### config.mk
export PLATFORM = sky130hd
export DESIGN_NAME = demux_1to8_sched_flat
export DESIGN_NICKNAME = d
export VERILOG_FILES = /design/src/rtl/demux_1to8_sched_pkg.sv /design/src/rtl/demux_1to8_sched_if.sv /design/src/rtl/demux_1to8_sched_arb.sv /design/src/rtl/demux_1to8_sched.sv /design/src/flat_wrapper.sv
export SDC_FILE = /design/constraint.sdc
export NUM_CORES = 1
export LEC_CHECK = 0
export CAP_MARGIN = 20
export CELL_PAD_IN_SITES_DETAIL_PLACEMENT = 0
export CELL_PAD_IN_SITES_GLOBAL_PLACEMENT = 1
export CORE_UTILIZATION = 36
export DETAILED_ROUTE_END_ITERATION = 8
export PLACE_DENSITY_LB_ADDON = 0.1
export SLEW_MARGIN = 10
export SYNTH_ARGS = -nofsm -noshare
export SYNTH_HDL_FRONTEND = slang
export SYNTH_SLANG_ARGS = --single-unit
### constraint.sdc
create_clock -name i_clk -period 2.6 [get_ports i_clk]
set_input_delay 0.52 -clock i_clk [delete_from_list [all_inputs] [get_ports i_clk]]
set_output_delay 0.52 -clock i_clk [all_outputs]
set_load 0.03 [all_outputs]
### src/rtl/demux_1to8_sched_pkg.sv
// Shared types and helpers for the 1-to-8 demux scheduler.
// Provides the FSM state, the channel geometry and the circular priority pick.
package demux_sched_pkg;

   localparam int unsigned NUM_CH = 8;
   localparam int unsigned SEL_W  = 3;

   typedef enum logic {IDLE, XFER} state_t;

   typedef struct packed {
      logic             vld;
      logic [SEL_W-1:0] idx;
   } pick_t;

   // First requesting channel strictly after ptr, wrapping 7 -> 0.
   function automatic pick_t next_rr(input logic [SEL_W-1:0] ptr, input logic [NUM_CH-1:0] req);
      pick_t            p;
      logic [SEL_W-1:0] c;
      p = '0;
      for (int unsigned i = 1; i <= NUM_CH; i++) begin
         c = SEL_W'(ptr + i);
         if (!p.vld && req[c]) begin
            p.vld = 1'b1;
            p.idx = c;
         end
      end
      return p;
   endfunction

endpackage

### src/rtl/demux_1to8_sched_if.sv
// Stream-in / demux-out bundle of the scheduler.
// master = upstream source and channel sinks, slave = the scheduler itself.
interface demux_1to8_sched_if #(
   parameter int unsigned DATA_WIDTH = 8
);
   import demux_sched_pkg::*;

   logic                  i_valid;
   logic                  o_ready;
   logic [DATA_WIDTH-1:0] i_data;
   logic                  i_last;
   logic                  i_mode;
   logic [SEL_W-1:0]      i_dest;
   logic [NUM_CH-1:0]     i_ch_mask;
   logic [NUM_CH-1:0]     i_ch_ready;
   logic                  o_en;
   logic [SEL_W-1:0]      o_sel;
   logic [DATA_WIDTH-1:0] o_data;
   logic                  o_busy;
   logic                  o_timeout;

   modport master (
      output i_valid, i_data, i_last, i_mode, i_dest, i_ch_mask, i_ch_ready,
      input  o_ready, o_en, o_sel, o_data, o_busy, o_timeout
   );

   modport slave (
      input  i_valid, i_data, i_last, i_mode, i_dest, i_ch_mask, i_ch_ready,
      output o_ready, o_en, o_sel, o_data, o_busy, o_timeout
   );

endinterface

### src/rtl/demux_1to8_sched_arb.sv
// Combinational masked round-robin pick over the eight demux channels.
module rr_arbiter_8
   import demux_sched_pkg::*;
(
   input  logic [NUM_CH-1:0] req,
   input  logic [SEL_W-1:0]  ptr,
   output logic [SEL_W-1:0]  gnt_idx,
   output logic              gnt_vld
);

   pick_t pick;

   assign pick    = next_rr(ptr, req);
   assign gnt_idx = pick.idx;
   assign gnt_vld = pick.vld;

endmodule

### src/rtl/demux_1to8_sched.sv
// Burst scheduler feeding the 1-to-8 demux: arbitrates a channel, then moves
// up to BURST_LEN beats to it with registered enable/select/data.
module demux_1to8_sched
   import demux_sched_pkg::*;
#(
   parameter int unsigned DATA_WIDTH = 8,
   parameter int unsigned BURST_LEN  = 4,
   parameter int unsigned STALL_MAX  = 64
) (
   input  logic               i_clk,
   input  logic               i_rst_n,
   demux_1to8_sched_if.slave  bus
);

   localparam int unsigned        CNT_W      = (BURST_LEN > 1) ? $clog2(BURST_LEN) : 1;
   localparam int unsigned        STALL_W    = (STALL_MAX > 1) ? $clog2(STALL_MAX) : 1;
   localparam logic [CNT_W-1:0]   CNT_LAST   = CNT_W'(BURST_LEN - 1);
   localparam logic [STALL_W-1:0] STALL_LAST = STALL_W'((STALL_MAX > 0) ? STALL_MAX - 1 : 0);
   localparam bit                 WD_EN      = (STALL_MAX != 0);

   state_t                state_q, state_d;
   logic [SEL_W-1:0]      sel_q, sel_d;
   logic [SEL_W-1:0]      ptr_q, ptr_d;
   logic [CNT_W-1:0]      cnt_q, cnt_d;
   logic [STALL_W-1:0]    stall_q, stall_d;
   logic [DATA_WIDTH-1:0] data_q, data_d;
   logic                  en_q, en_d;
   logic                  to_q, to_d;

   logic [NUM_CH-1:0]     elig;
   logic [SEL_W-1:0]      rr_idx, grant_idx;
   logic                  rr_vld, grant_vld;
   logic                  ready, accept;

   assign elig = bus.i_ch_mask & bus.i_ch_ready;

   rr_arbiter_8 u_arb (
      .req     (elig),
      .ptr     (ptr_q),
      .gnt_idx (rr_idx),
      .gnt_vld (rr_vld)
   );

   // Mode, destination and mask only matter here, i.e. in IDLE.
   assign grant_idx = bus.i_mode ? bus.i_dest       : rr_idx;
   assign grant_vld = bus.i_mode ? elig[bus.i_dest] : rr_vld;

   assign ready  = (state_q == XFER) && bus.i_ch_ready[sel_q];
   assign accept = ready && bus.i_valid;

   always_comb begin
      state_d = state_q;
      sel_d   = sel_q;
      ptr_d   = ptr_q;
      cnt_d   = cnt_q;
      stall_d = stall_q;
      data_d  = data_q;
      en_d    = 1'b0;
      to_d    = 1'b0;
      unique case (state_q)
         IDLE: begin
            if (bus.i_valid && grant_vld) begin
               state_d = XFER;
               sel_d   = grant_idx;
               ptr_d   = grant_idx;
               cnt_d   = '0;
               stall_d = '0;
            end
         end
         XFER: begin
            if (accept) begin
               data_d  = bus.i_data;
               en_d    = 1'b1;
               cnt_d   = cnt_q + 1'b1;
               stall_d = '0;
               if (bus.i_last || cnt_q == CNT_LAST) state_d = IDLE;
            end else if (WD_EN && stall_q == STALL_LAST) begin
               // Abort keeps ptr on the stalled channel so it loses priority next time.
               state_d = IDLE;
               to_d    = 1'b1;
               stall_d = '0;
            end else begin
               stall_d = stall_q + 1'b1;
            end
         end
      endcase
   end

   always_ff @(posedge i_clk or negedge i_rst_n) begin
      if (!i_rst_n) begin
         state_q <= IDLE;
         sel_q   <= '0;
         ptr_q   <= '1;
         cnt_q   <= '0;
         stall_q <= '0;
         data_q  <= '0;
         en_q    <= 1'b0;
         to_q    <= 1'b0;
      end else begin
         state_q <= state_d;
         sel_q   <= sel_d;
         ptr_q   <= ptr_d;
         cnt_q   <= cnt_d;
         stall_q <= stall_d;
         data_q  <= data_d;
         en_q    <= en_d;
         to_q    <= to_d;
      end
   end

   assign bus.o_ready   = ready;
   assign bus.o_en      = en_q;
   assign bus.o_sel     = sel_q;
   assign bus.o_data    = data_q;
   assign bus.o_busy    = (state_q == XFER);
   assign bus.o_timeout = to_q;

endmodule
### src/flat_wrapper.sv
// flat-port wrapper written by rule: the top's interface ports become plain ports
module demux_1to8_sched_flat import demux_sched_pkg::*;
#(
   parameter int unsigned DATA_WIDTH = 8,
   parameter int unsigned BURST_LEN  = 4,
   parameter int unsigned STALL_MAX  = 64
)
  (i_clk, i_rst_n, bus_i_valid, bus_i_data, bus_i_last, bus_i_mode, bus_i_dest, bus_i_ch_mask, bus_i_ch_ready, bus_o_ready, bus_o_en, bus_o_sel, bus_o_data, bus_o_busy, bus_o_timeout);
  demux_1to8_sched_if #(.DATA_WIDTH(DATA_WIDTH)) bus_i ();
  input  logic i_clk;
  input  logic i_rst_n;
  input wire logic [$bits(bus_i.i_valid)-1:0] bus_i_valid;
  input wire logic [$bits(bus_i.i_data)-1:0] bus_i_data;
  input wire logic [$bits(bus_i.i_last)-1:0] bus_i_last;
  input wire logic [$bits(bus_i.i_mode)-1:0] bus_i_mode;
  input wire logic [$bits(bus_i.i_dest)-1:0] bus_i_dest;
  input wire logic [$bits(bus_i.i_ch_mask)-1:0] bus_i_ch_mask;
  input wire logic [$bits(bus_i.i_ch_ready)-1:0] bus_i_ch_ready;
  output wire logic [$bits(bus_i.o_ready)-1:0] bus_o_ready;
  output wire logic [$bits(bus_i.o_en)-1:0] bus_o_en;
  output wire logic [$bits(bus_i.o_sel)-1:0] bus_o_sel;
  output wire logic [$bits(bus_i.o_data)-1:0] bus_o_data;
  output wire logic [$bits(bus_i.o_busy)-1:0] bus_o_busy;
  output wire logic [$bits(bus_i.o_timeout)-1:0] bus_o_timeout;
  assign bus_i.i_valid = bus_i_valid;
  assign bus_i.i_data = bus_i_data;
  assign bus_i.i_last = bus_i_last;
  assign bus_i.i_mode = bus_i_mode;
  assign bus_i.i_dest = bus_i_dest;
  assign bus_i.i_ch_mask = bus_i_ch_mask;
  assign bus_i.i_ch_ready = bus_i_ch_ready;
  assign bus_o_ready = bus_i.o_ready;
  assign bus_o_en = bus_i.o_en;
  assign bus_o_sel = bus_i.o_sel;
  assign bus_o_data = bus_i.o_data;
  assign bus_o_busy = bus_i.o_busy;
  assign bus_o_timeout = bus_i.o_timeout;
  demux_1to8_sched #(.DATA_WIDTH(DATA_WIDTH), .BURST_LEN(BURST_LEN), .STALL_MAX(STALL_MAX)) u_core (.i_clk(i_clk), .i_rst_n(i_rst_n), .bus(bus_i));
endmodule
# --- Word-level counts from Yosys, hierarchy flattened ---
# Cells that the tools add are included.
classes:
  addsub: 10
  order_cmp: 10
  eq_ne: 4
  mux: 47
  bitwise: 2
  reduce_logical: 21
ops:
  columns: ["cell", "n"]
  rows:
  - ["< comparator 3 x 4 -> 1 bit (second input constant)", 10]
  - ["two-way mux 4 bit", 8]
  - ["binary-select mux 1 bit (select 3 bit)", 10]
  - ["two-way mux 1 bit", 20]
  - ["two-way mux 6 bit", 3]
  - ["adder 3 bit (second input constant)", 4]
  - ["one-hot mux 6 bit (2 select lines)", 1]
  - ["logical AND 1 bit", 10]
  - ["AND 8 bit", 1]
  - ["zero test 1 bit", 7]
  - ["adder 3 x 1 -> 3 bit (second input constant)", 2]
  - ["adder 3 x 2 -> 3 bit (second input constant)", 2]
  - ["adder 6 x 1 -> 6 bit (second input constant)", 1]
  - ["== test 6 bit (second input constant)", 1]
  - ["AND reduction 2 bit", 3]
  - ["two-way mux 2 bit", 2]
  - ["one-hot mux 2 bit (2 select lines)", 1]
  - ["two-way mux 3 bit", 1]
  - ["adder 2 x 1 -> 2 bit (second input constant)", 1]
  - ["== test 2 bit (second input constant)", 1]
  - ["!= test 2 x 1 -> 1 bit (second input constant)", 1]
  - ["!= test 2 bit (second input constant)", 1]
  - ["one-hot mux 1 bit (2 select lines)", 1]
  - ["logical OR 1 bit", 1]
  - ["inverter 1 bit", 1]
totals:
  regBits: 25
  inputBits: 32
  out_inout_bits: 15
  wordCells: 102

# --- Logic depth before layout (Yosys ltp) ---
# Gate-level depths: netlist (run 1).
logic_depth:
  depth_word: 29
  depth_mapped: 12
  depth_no_buf: 9

# --- Hierarchy ---
# A second synthesis (run 1) with hierarchy kept.
hier_totals:
  hier_cells: 218
  hier_area_um2: 2353.5
by_module_without_submodules:
  columns: ["mod", "instances", "cells_each", "area_each_um2", "seq_area_each_um2"]
  rows:
  - ["demux_1to8_sched", 1, 112, 1378.8, 629.4]
  - ["rr_arbiter_8", 1, 106, 974.7, 0.0]

# --- Worst setup path before layout (run 1) ---
# No wires, ideal clock.
synth_timing:
  path_type: "reg-to-reg"
  startpoint: "register u_core.ptr_q[0]"
  endpoint: "register u_core.stall_q[0]"
  setup_ns: 0.065
  arrival_ns: 2.698
  t_required_ns: 2.535
  setup_slack_ns: -0.162
  path_stages_with_launch: 11
  n_path_buf: 3
  period_less_slack_ns: 2.762
  cell_sequence: "dfstp_2 buf_6 buf_12 inv_2 ha_1 clkbuf_1 mux4_2 nor3_4 a21oi_1 nor2_2 mux2_2"
synth_between:
  elab_chain_len: 28
  word_cells_on_any_way: 49
  cone_classes: "add/sub: 8; eq/ne: 1; mux: 25; reduce/logical: 15"
synth_lines:
  columns: ["item", "line_no", "source"]
  rows:
  - ["from (decl)", "demux_1to8_sched.sv:23", "logic [SEL_W-1:0] ptr_q, ptr_d;"]
  - ["from (signal assigned)", "demux_1to8_sched.sv:102", "ptr_q <= ptr_d;"]
  - ["adder 3 x 1 -> 3 bit", "demux_1to8_sched_pkg.sv:21", "c = SEL_W'(ptr + i);"]
  - ["binary-select mux 1 bit (select 3 bit)", "demux_1to8_sched_pkg.sv:22", "if (!p.vld && req[c]) begin"]
  - ["two-way mux 1 bit (implied by the code)", "demux_1to8_sched_pkg.sv:22", null]
  - ["two-way mux 4 bit", "demux_1to8_sched_pkg.sv:22", null]
  - ["zero test 1 bit", "demux_1to8_sched_pkg.sv:22", null]
  - ["logical AND 1 bit", "demux_1to8_sched_pkg.sv:22", null]
  - ["two-way mux 4 bit", "demux_1to8_sched_pkg.sv:22", null]
  - ["zero test 1 bit", "demux_1to8_sched_pkg.sv:22", null]
  - ["(+12 left out)", null, null]
  - ["logical AND 1 bit", "demux_1to8_sched_pkg.sv:22", null]
  - ["two-way mux 4 bit", "demux_1to8_sched_pkg.sv:22", null]
  - ["zero test 1 bit", "demux_1to8_sched_pkg.sv:22", null]
  - ["logical AND 1 bit", "demux_1to8_sched_pkg.sv:22", null]
  - ["two-way mux 4 bit *", "demux_1to8_sched_pkg.sv:22", null]
  - ["two-way mux 1 bit *", "demux_1to8_sched.sv:46", "assign grant_vld = bus.i_mode ? elig[bus.i_dest] : rr_vld;"]
  - ["logical AND 1 bit *", "demux_1to8_sched.sv:62", "if (bus.i_valid && grant_vld) begin"]
  - ["!= test 2 x 1 -> 1 bit (no line) *", null, null]
  - ["to (signal assigned)", "demux_1to8_sched.sv:104", "stall_q <= stall_d;"]
  - ["to (decl)", "demux_1to8_sched.sv:25", "logic [STALL_W-1:0] stall_q, stall_d;"]
# Every way passes the cells marked *; elsewhere a longest branch is shown, timed or not. The select of a mux whose other input is x is not followed.
# A chain may end at the register's enable or synchronous reset.

# --- Worst setup path in the final report (run 1) ---
layout_timing:
  startpoint: "register u_core.ptr_q[0]"
  endpoint: "register u_core.sel_q[1], in the netlist u_core.bus.o_sel[1]"
layout_between:
  elab_chain_len: 28
  word_cells_on_any_way: 50
  cone_classes: "add/sub: 8; mux: 26; reduce/logical: 16"
layout_lines:
  columns: ["item", "line_no", "source"]
  rows:
  - ["adder 3 x 1 -> 3 bit", "demux_1to8_sched_pkg.sv:21", null]
  - ["binary-select mux 1 bit (select 3 bit)", "demux_1to8_sched_pkg.sv:22", null]
  - ["two-way mux 1 bit (implied by the code)", "demux_1to8_sched_pkg.sv:22", null]
  - ["two-way mux 4 bit", "demux_1to8_sched_pkg.sv:22", null]
  - ["zero test 1 bit", "demux_1to8_sched_pkg.sv:22", null]
  - ["logical AND 1 bit", "demux_1to8_sched_pkg.sv:22", null]
  - ["two-way mux 4 bit", "demux_1to8_sched_pkg.sv:22", null]
  - ["zero test 1 bit", "demux_1to8_sched_pkg.sv:22", null]
  - ["(+12 left out)", null, null]
  - ["logical AND 1 bit", "demux_1to8_sched_pkg.sv:22", null]
  - ["two-way mux 4 bit", "demux_1to8_sched_pkg.sv:22", null]
  - ["zero test 1 bit", "demux_1to8_sched_pkg.sv:22", null]
  - ["logical AND 1 bit", "demux_1to8_sched_pkg.sv:22", null]
  - ["two-way mux 4 bit *", "demux_1to8_sched_pkg.sv:22", null]
  - ["two-way mux 1 bit", "demux_1to8_sched.sv:46", null]
  - ["logical AND 1 bit", "demux_1to8_sched.sv:62", null]
  - ["AND reduction 2 bit (no line)", null, null]
  - ["to (signal assigned)", "demux_1to8_sched.sv:101", "sel_q <= sel_d;"]
  - ["to (decl)", "demux_1to8_sched.sv:22", "logic [SEL_W-1:0] sel_q, sel_d;"]
# Marked as above.

==> results of run 1 <==
[flip-flops by register name (all words and copies together), names as in the netlist]
register and count:
u_core.bus.o_en 1, u_core.bus.o_sel 3, u_core.bus.o_busy 1, u_core.bus.o_data 8, u_core.ptr_q 3, u_core.stall_q 6
u_core.bus.o_timeout 1, u_core.cnt_q 2
[timing repair]
item	in CTS	in global routing
endpoints found under the setup margin	15	16
pin swaps	6	17
resized for setup	23	12
setup buffers	11	3
[synthesized netlist by cell type (3+ instances only)]
| library cell | number |
|---|---|
| inv_1 | 4 |
| nand3_2 | 3 |
| nand3_1 | 16 |
| nand4_1 | 5 |
| o21ai_0 | 8 |
| nor2_1 | 8 |
| buf_6 | 3 |
| dfrtp_1 | 22 |
| xor2_1 | 3 |
| nand2_1 | 50 |
| ha_1 | 4 |
| o211ai_1 | 4 |
| and2_1 | 7 |
| o21ai_1 | 4 |
| mux4_2 | 14 |
| a21oi_1 | 11 |
| and3_1 | 7 |
| clkbuf_1 | 3 |
| nor3_1 | 6 |
| dfstp_2 | 3 |
| mux2i_1 | 7 |
| o22ai_1 | 8 |
| nand3b_1 | 5 |
[cell families after synthesis]
| kind of cell | Yosys count | share of synthesized area [%] |
|---|---|---|
| xor gates and xnor gates | 5 | 1.84 |
| DFF | 25 | 26.4 |
| and+or+nand+nor | 121 | 27.0 |
| buffers and inverters | 16 | 4.35 |
| adders and majority gates | 4 | 2.10 |
| AOI/OAI and AO/OA | 66 | 20.7 |
| muxes | 23 | 17.6 |
[final timing paths]
| check | start | endpoint | slack (ps) | depth (start not counted) |
|---|---|---|---|---|
| worst max-delay path | u_core.ptr_q[0] | u_core.bus.o_sel[1] | -70 | 11 |
| worst min-delay path | u_core.bus.o_data[4] | u_core.bus.o_data[4] | 480 | 2 |
| worst max register to register | u_core.ptr_q[0] | u_core.bus.o_sel[1] | -70 | 11 |
| worst min register to register | u_core.bus.o_data[4] | u_core.bus.o_data[4] | 480 | 2 |
| max in group asynchronous | i_rst_n | u_core.ptr_q[2] | 1690 | 2 |
| min in group asynchronous | i_rst_n | u_core.stall_q[1] | 610 | 2 |
[cell type report]
class                           instances  area share [%]
Multi-Input combinational cell        219            48.7
Timing Repair Buffer                  128            29.7
Sequential cell                        25            16.9
Tap cell                               77            2.59
Clock buffer                            4            1.21
Inverter                                7           0.840
[worst min-delay path, stage by stage, from the launching register on]
cell     delay [ps]
dfrtp_1         350
nand2_1          50
nand2_1          50
[where the power goes]
part	internal (mW)	switching [mW]	leakage (nW)
Combinational	2.09	2.09	1.32
Sequential	0.568	0.205	0.313
Clock	0.109	0.114	0.0228
[cells in the final DEF, fill, tap and decap left out, types with 6 or more instances in the layout]
master,count
o21ai_0,7
clkdlybuf4s50_1,40
a21oi_1,10
o22ai_1,7
nor2_1,8
and2_1,7
dfrtp_1,22
mux2i_1,7
mux4_2,14
nand3_1,16
nand2_1,48
and3_1,6
buf_4,78
[metal layers]
| layer | global-route usage, % | part of all wire, % | vias to the layer above |
|---|---|---|---|
| met2 | 36.0 | 45 | 103 |
| li1 | - | - | 1250 |
| met4 | 3.61 | 0.97 | 0 |
| met5 | 0 | 0 | - |
| met1 | 35.8 | 48 | 1255 |
| met3 | 3.58 | 6.4 | 12 |
==> impl_metrics.py, run 1 <==
metrics = {
    "synthesis": {
        "syn_area_per_cell_sq_um": 9.17,
        "synth_top_area_cell": "dfrtp_1",
        "synthDistinctLibCells": 67,
        "async_flop_share_pct": 100,
        "synth.net_count": 296,
        "ys_seq_area_share_pct": 26.4,
        "ys_warn_count": 0,
        "ys_ff_latch": 25,
        "synth_top_area_share_pct": 23.1,
        "synth-edff-count": 0,
        "synth_area_sq_um": 2380,
        "synthCells": 260,
        "synth.area.top_cells": "dfrtp_1 (23%), mux4_2 (13%), nand2_1 (7.9%)",
        "synth_ff_type": "dfrtp_1",
    },
    "timing": {
        "hold-worst-slack_ps": 482,
        "period_needed_ps": 2670,
        "worst_slew_pin_slew_ps": 400,
        "finClkSkew_ps": 2.60,
        "rsz0062_at_grt": "true",
        "finalHoldViolCount": 0,
        "period_share_pct": 103,
        "timing.final.ws_setup_ps": -72.9,
        "fmax_mhz": 374,
        "fin_setup_tns_ps": -250,
        "relSlewSlack_pct": 72.7,
        "setup_violations": 10,
        "final-max-slew-violation-count": 0,
    },
    "clock_tree": {
        "clk_path_buf_depth": 2,
        "clk_latency_ps": 260,
        "clkSlewWorstSetupHoldPaths_ps": 80,
        "cts_sinks": 25,
        "cts_tree": "built",
        "numCtsBuffers": 3,
        "cts_root_buf": "clkbuf_8",
        "cts_hold_buf": 0,
        "cts_max_level": 1,
    },
    "setup_path": {
        "critical_path.max_fanout": 7,
        "cp.required_ps": 2740,
        "crit_slowest_cell": "dfstp_2",
        "worstSetupPathType": "flop to flop",
        "cp_num_buf_inv": 3,
        "cp_data_arrival_time_ps": 2810,
        "path_cells": "buf_12 > inv_4 > ha_4 > xnor2_4 > mux4_2 > mux2i_4 > a2111oi_4 > buf_4 > a21boi_4 > mux2i_1 > a21oi_1",
        "critPathTopFamily": "multiplexers",
        "slowest_delay_ps": 580,
        "startpoint_type": "flop",
        "cp-end-kind": "flop",
    },
    "pwr": {
        "pwr_density_cell_nw_per_um2": 1390,
        "total_leakage_power_nw": 1.66,
        "ir_worst_vdd_mv": 0.713,
        "p_total_mw": 5.17,
    },
    "place": {
        "place_hpwl_um": 6240,
        "place.gp.congestion": 0.891,
        "post-place-ws_ps": -306,
        "placed_cell_area_sq_um": 3390,
        "port_buffers": 46,
        "dp.cells": 442,
    },
    "worst_hold_path": {
        "min_path_type": "flop to flop",
    },
    "layout": {
        "stdcell_area_sq_um": 3720,
        "diodes": 0,
        "fill_cells": 588,
        "seq_area_sq_um": 629,
        "finalNetCount": 420,
        "fin_util_pct": 58.3,
        "drive_gt1_share_pct": 37.3,
        "stdcell_count": 460,
        "multi_input_area_sq_um": 1810,
        "area_delta_synth_final_pct": 56.1,
    },
    "floorplanning": {
        "start_util_pct": 37.3,
        "die_x_um": 83.4,
        "core-area_sq_um": 6390,
        "die_area_sq_um": 6950,
        "die_h_um": 83.4,
        "io_pins": 47,
        "rows": 29,
    },
    "routing": {
        "drc": 0,
        "first_pass_iters": 5,
        "via_per_inst": 5.70,
        "dr.first_iter.drc_count": 294,
        "route.vias.total": 2620,
        "drt-wirelength-per-cell_um": 17.4,
        "routed_wl_um": 8020,
        "ant_nets": 0,
    },
    "grt": {
        "overflow": 0,
        "grt_pass1_vias": 2512,
        "grt_max_degree": 26,
        "grt_antenna_before_repair": 0,
        "grt_pass1_wl_um": 13100,
        "grt_use_total_pct": 23.6,
    },
    "run_status": {
        "violations": "setup timing",
        "outcome": "complete, but fails checks",
    },
    "flow_run": {
        "maxCapViolations": 0,
    },
}
No activity file was read; power rests on OpenSTA's default activity.
==> inputs of run 2 (changes only) <==
CELL_PAD_IN_SITES_GLOBAL_PLACEMENT = 2   (was 1)
CORE_UTILIZATION = 29   (was 36)
GPL_TIMING_DRIVEN = 0   (was default)
RECOVER_POWER = 25   (was default)
==> run 2 against run 1 <==
Against the previous run:
- the run still ends with setup timing left
- die area increased by 24%
- worst hold slack barely moved
- critical path depth shrank 1
- largest cell class unchanged
==> impl_metrics.py, run 2 (synthesis gave the netlist of run 1 again) <==
metrics = {
    "clock_tree": {
        "clkSlewWorstSetupHoldPaths_ps": 80,
        "clk_path_buf_depth": 2,
        "cts_max_level": 1,
        "cts_hold_buf": 0,
        "clk_latency_ps": 260,
        "numCtsBuffers": 3,
        "cts_sinks": 25,
        "cts_root_buf": "clkbuf_8",
        "cts_tree": "built",
    },
    "routing": {
        "drt-wirelength-per-cell_um": 18.3,
        "via_per_inst": 5.49,
        "ant_nets": 0,
        "first_pass_iters": 4,
        "dr.first_iter.drc_count": 172,
        "routed_wl_um": 7850,
        "route.vias.total": 2348,
        "drc": 0,
    },
    "grt": {
        "grt_use_total_pct": 18.7,
        "grt_antenna_before_repair": 0,
        "gr-usage-met3_pct": 3.04,
        "grt_use_met1_pct": 30.0,
        "use_met2_pct": 26.9,
        "top_usage_layer": "met1",
        "overflow": 0,
        "grt_pass1_vias": 2219,
        "grt_max_degree": 18,
        "grt_pass1_wl_um": 12500,
    },
    "layout": {
        "fill_cells": 820,
        "largest_reg_flops": 8,
        "area_delta_synth_final_pct": 43.8,
        "stdcell_count": 428,
        "finalNetCount": 363,
        "final_cell_mix": "nand2_1 (49), clkdlybuf4s50_1 (44), dfrtp_1 (22), nand3_1 (16), mux4_2 (14)",
        "drive_gt1_share_pct": 27.6,
        "diodes": 0,
        "final_common_cell": "nand2_1",
    },
    "setup_path": {
        "critical_path.max_fanout": 10,
        "crit_slowest_cell": "mux4_2",
        "cp-end-kind": "flop",
        "critPathTopFamily": "multiplexers",
        "cp.required_ps": 2750,
        "path_cells": "buf_6 > buf_6 > buf_8 > mux4_2 > o211ai_4 > buf_4 > nand4b_1 > or3_4 > o31ai_4 > a21oi_2",
        "startpoint_type": "flop",
        "cp_data_arrival_time_ps": 2860,
        "cp_num_buf_inv": 4,
        "slowest_delay_ps": 570,
        "r2r_slack_ps": -110,
        "worstSetupPathType": "flop to flop",
        "cp_common_cell": "buf_6",
    },
    "run_status": {
        "violations": "setup timing",
        "outcome": "complete, but fails checks",
    },
    "timing": {
        "rsz0062_at_grt": "true",
        "fmax_mhz": 369,
        "timing.final.ws_setup_ps": -108,
        "finalHoldViolCount": 0,
        "hold-worst-slack_ps": 481,
        "period_needed_ps": 2710,
        "relSlewSlack_pct": 36.6,
        "fin_setup_tns_ps": -643,
        "setup_violations": 13,
        "finClkSkew_ps": 1.98,
        "final-max-slew-violation-count": 0,
        "period_share_pct": 104,
        "worst_slew_pin_slew_ps": 952,
    },
    "floorplanning": {
        "die_x_um": 92.7,
        "rows": 32,
        "start_util_pct": 30.4,
        "io_pins": 47,
        "die_area_sq_um": 8590,
        "core-area_sq_um": 7850,
        "die_h_um": 92.7,
    },
    "place": {
        "port_buffers": 46,
        "place.gp.congestion": 0.836,
        "dp.cells": 409,
        "place_hpwl_um": 5930,
    },
    "pwr": {
        "pwr_density_cell_nw_per_um2": 1440,
        "total_leakage_power_nw": 1.39,
        "ir_worst_vdd_mv": 0.479,
    },
    "flow_run": {
        "maxCapViolations": 0,
    },
    "worst_hold_path": {
        "min_path_type": "flop to flop",
    },
}
==> run 2: changes by cell type in the layout (fill, tap and decap cells not counted), sizes merged <==
cell / before / now
buf: 83 / 21
clkbuf: 4 / 8
clkdlybuf4s15: 0 / 1
clkdlybuf4s50: 40 / 44
dlygate4sd2: 4 / 0
dlygate4sd3: 0 / 1
dlymetal6s2s: 1 / 0
==> run 2: metrics by stage <==
step	total power, mW	cell area (sq um)	worst slack, ps	util (%)
final	4.92	3430	-108	43.7
after global routing	5.25	3430	-176	43.7
after CTS	4.57	3280	-98.1	41.8
after detailed placement	3.82	3020	-533	38.5
after global placement	3.86	3000	-592	38.3
after floorplan	2.96	2420	10.1	-
==> run 2: final cells by class <==
| cell class | instances | area [sq um] | share of cell area, % |
|---|---|---|---|
| multi-input combinational | 219 | 1890 | 55.2 |
| clock buffer | 4 | 45.0 | 1.31 |
| tap | 102 | 128 | 3.72 |
| inverter | 7 | 38.8 | 1.13 |
| timing repair buffer | 62 | 593 | 17.3 |
| buffer | 9 | 101 | 2.96 |
| sequential | 25 | 629 | 18.4 |
==> run 2: layer usage <==
layer	routed length, um	vias to the layer above	share of wire, %
met5	0	-	0
met4	89	0	1.1
met3	400	6	5.1
met2	3450	82	44
met1	3910	1135	50
li1	-	1125	-
==> run 2: power breakdown <==
group / internal [mW] / leakage (nW) / switching [mW]
sequential: 0.565 / 0.313 / 0.146
combinational: 1.84 / 1.05 / 2.14
clock: 0.109 / 0.0228 / 0.119
==> run 2: repair_timing <==
| action | 4_1_cts | 5_1_grt |
|---|---|---|
| resized for setup | 30 | 24 |
| cloned | 0 | 0 |
| setup endpoints to repair | 16 | 16 |
| pin swaps | 20 | 8 |
| buffers inserted | 9 | 6 |
==> run 2: worst min-delay path, stage by stage (launching register included) <==
cell and delay, ps:
dfrtp_1 350, nand2_1 50, nand2_1 60
==> run 2: path summary, 6_finish.rpt <==
kind	from	end	cells after the start
setup / recovery	u_core.ptr_q[0]	u_core.bus.o_sel[1]	10
setup reg to reg	u_core.ptr_q[0]	u_core.bus.o_sel[1]	10
hold / removal	u_core.bus.o_data[4]	u_core.bus.o_data[4]	2
hold reg to reg	u_core.bus.o_data[4]	u_core.bus.o_data[4]	2
min in group asynchronous	i_rst_n	u_core.stall_q[1]	1
max in group asynchronous	i_rst_n	u_core.bus.o_data[4]	2
==> inputs of run 3 (changes only) <==
CORE_UTILIZATION = 30   (was 29)
SYNTH_HIERARCHICAL = 1   (was default)
==> run 3 against run 2 <==
Against the previous run:
- the flow still finishes with violations (setup timing)
- sequential cell count stayed put
- clock skew grew 9.8 ps
- non-clock buffer count increased by 4
==> impl_metrics.py, run 3 <==
metrics = {
    "run_status": {
        "outcome": "complete, but fails checks",
        "violations": "setup timing",
    },
    "layout": {
        "diodes": 0,
        "fin_util_pct": 44.6,
        "final_common_cell": "clkdlybuf4s50_1",
        "largest_reg_flops": 8,
        "final_cell_mix": "clkdlybuf4s50_1 (44), dfrtp_1 (22), buf_4 (19), mux2_4 (15), mux2_2 (14)",
        "stdcell_count": 388,
        "area_delta_synth_final_pct": 40.5,
        "multi_input_area_sq_um": 1760,
        "drive_gt1_share_pct": 33.2,
        "seq_area_sq_um": 629,
        "fill_cells": 736,
        "finalNetCount": 326,
        "stdcell_area_sq_um": 3310,
    },
    "timing": {
        "final-max-slew-violation-count": 0,
        "setup_violations": 15,
        "period_needed_ps": 3430,
        "hold-worst-slack_ps": 520,
        "finalHoldViolCount": 0,
        "period_share_pct": 132,
        "timing.final.ws_setup_ps": -827,
        "relSlewSlack_pct": 43.4,
        "finClkSkew_ps": 11.7,
        "rsz0062_at_grt": "true",
        "fmax_mhz": 292,
        "worst_slew_pin_slew_ps": 827,
    },
    "synthesis": {
        "synth.net_count": 254,
        "synthCells": 218,
        "yosysMostFrequentCell": "dfrtp_1",
        "ys_seq_area_share_pct": 26.7,
        "ys_ff_latch": 25,
        "synth_top_area_cell": "dfrtp_1",
        "synth_top_area_share_pct": 23.4,
        "synth-edff-count": 0,
        "async_flop_share_pct": 100,
        "synthDistinctLibCells": 63,
        "ys_warn_count": 6,
        "synth.area.top_cells": "dfrtp_1 (23%), mux2_2 (9.6%), mux2i_1 (6.8%)",
        "netlist_top_cells_count": "dfrtp_1 (22), mux2_2 (20), mux2i_1 (16)",
        "synth_area_sq_um": 2350,
        "synth_ff_type": "dfrtp_1",
        "syn_area_per_cell_sq_um": 10.8,
    },
    "place": {
        "place.gp.congestion": 0.750,
        "placed_cell_area_sq_um": 3010,
        "port_buffers": 46,
        "dp.cells": 364,
        "place_hpwl_um": 4720,
    },
    "routing": {
        "routed_wl_um": 6360,
        "route.vias.total": 2036,
        "drt-wirelength-per-cell_um": 16.4,
        "dr.first_iter.drc_count": 107,
        "via_per_inst": 5.25,
        "drc": 0,
        "ant_nets": 0,
        "first_pass_iters": 4,
    },
    "setup_path": {
        "slowest_delay_ps": 550,
        "worstSetupPathType": "flop to flop",
        "startpoint_type": "flop",
        "critical_path.max_fanout": 6,
        "path_cells": "buf_6 > buf_8 > inv_8 > ha_4 > buf_8 > mux2_4 > mux4_2 > nor3b_4 > nand2_2 > o221ai_2 > o41ai_4 > mux2_4 > mux2_2",
        "r2r.worst_path.cells": 13,
        "cp.required_ps": 2770,
        "cp_data_arrival_time_ps": 3600,
        "crit_slowest_cell": "dfstp_2",
        "cp-end-kind": "flop",
    },
    "grt": {
        "grt_use_total_pct": 16.1,
        "overflow": 0,
        "grt_max_degree": 16,
        "grt_pass1_vias": 2041,
        "grt_pass1_wl_um": 10700,
        "grt_antenna_before_repair": 0,
    },
    "pwr": {
        "combPwrFrac_pct": 79.7,
        "switching_power_mw": 2.11,
        "pwr_density_cell_nw_per_um2": 1430,
        "ir_worst_vdd_mv": 0.453,
        "total_leakage_power_nw": 1.37,
        "clkPwrFrac_pct": 5.1,
        "p_total_mw": 4.72,
        "cell_internal_pwr_mw": 2.61,
        "seqPwrFrac_pct": 15.2,
        "switching_share_pct": 44.7,
    },
    "floorplanning": {
        "die_x_um": 90.6,
        "core-area_sq_um": 7410,
        "rows": 31,
        "start_util_pct": 31.8,
        "die_h_um": 90.6,
        "io_pins": 47,
        "die_area_sq_um": 8200,
    },
    "clock_tree": {
        "cts_max_level": 1,
        "numCtsBuffers": 3,
        "cts_tree": "built",
        "cts_root_buf": "clkbuf_8",
        "clk_latency_ps": 280,
        "clk_path_buf_depth": 2,
        "clkSlewWorstSetupHoldPaths_ps": 100,
        "cts_sinks": 25,
        "cts_hold_buf": 0,
    },
    "flow_run": {
        "maxCapViolations": 0,
    },
    "worst_hold_path": {
        "min_path_type": "flop to flop",
        "min_path_cells": 1,
    },
}
-- run 3: kinds of logic (layout without fill, tap and decap cells) --
group                      count (synthesis)  count (layout)  synth area share [%]
AOI/OAI and AO/OA                         43              43                  14.3
xor gates and xnor gates                   4               4                  1.49
adders and majority gates                  4               4                  2.13
buffers and inverters                     17              88                  4.25
DFF                                       25              25                  26.7
muxes                                     56              56                  33.4
and+or+nand+nor                           69              69                  17.7
-- run 3: per-stage QoR --
step	TNS [ps]	setup slack [ps]
global placement	-14710	-1110
CTS	-9300	-772
finish	-10180	-827
floorplan	-7560	-663
global route	-11710	-923
detailed placement	-13830	-1040
-- run 3: power groups by stage --
| stage | combinational [mW] | sequential (mW) | clock, mW |
|---|---|---|---|
| global placement | 3.12 | 0.733 | 0 |
| global route | 4.05 | 0.742 | 0.265 |
| finish | 3.76 | 0.718 | 0.239 |
| floorplan | 2.14 | 0.903 | 0 |
| CTS | 3.52 | 0.720 | 0.252 |
| detailed placement | 3.08 | 0.735 | 0 |
-- run 3: final cells by class --
| cell class | count | area share (%) |
|---|---|---|
| Multi-Input combinational cell | 176 | 53.1 |
| Sequential cell | 25 | 19.0 |
| Timing Repair Buffer | 67 | 18.7 |
| Tap cell | 99 | 3.75 |
| Buffer | 8 | 2.54 |
| Inverter | 9 | 1.40 |
| Clock buffer | 3 | 1.25 |
| Clock inverter | 1 | 0.227 |
-- run 3: per-layer routing --
metal	track usage, %	vias to the layer above	share of wire (%)
met5	0	-	0
met4	2.42	0	0.75
met3	2.02	4	3.1
met2	27.3	40	49
met1	22.2	1001	47
li1	-	991	-
-- run 3: worst max-delay path: cells and delay by family (launching register included) --
family	cells	cell delay (ps)
AO/OA/AOI/OAI	2	340
flip-flops	1	550
buffers and inverters	4	360
adder cells (fa/ha/maj)	1	280
AND/OR/NAND/NOR	2	390
multiplexers	4	1400
-- run 3: worst paths after layout --
kind                                 startpoint              endpoint  slack, ps
setup / recovery                u_core/ptr_q[1]   u_core/bus.o_sel[2]       -830
hold / removal             u_core/bus.o_data[3]  u_core/bus.o_data[3]        520
setup reg to reg                u_core/ptr_q[1]   u_core/bus.o_sel[2]       -830
hold reg to reg            u_core/bus.o_data[3]  u_core/bus.o_data[3]        520
max in group asynchronous               i_rst_n  u_core/bus.o_data[4]        840
min in group asynchronous               i_rst_n     u_core/stall_q[2]        640
-- run 3: timing repair --
action                     in CTS  in global routing
setup endpoints to repair      16                 15
hold endpoints to repair        0                  0
setup buffers                  16                  4
resized for setup              24                  6
pin swaps                      11                  9
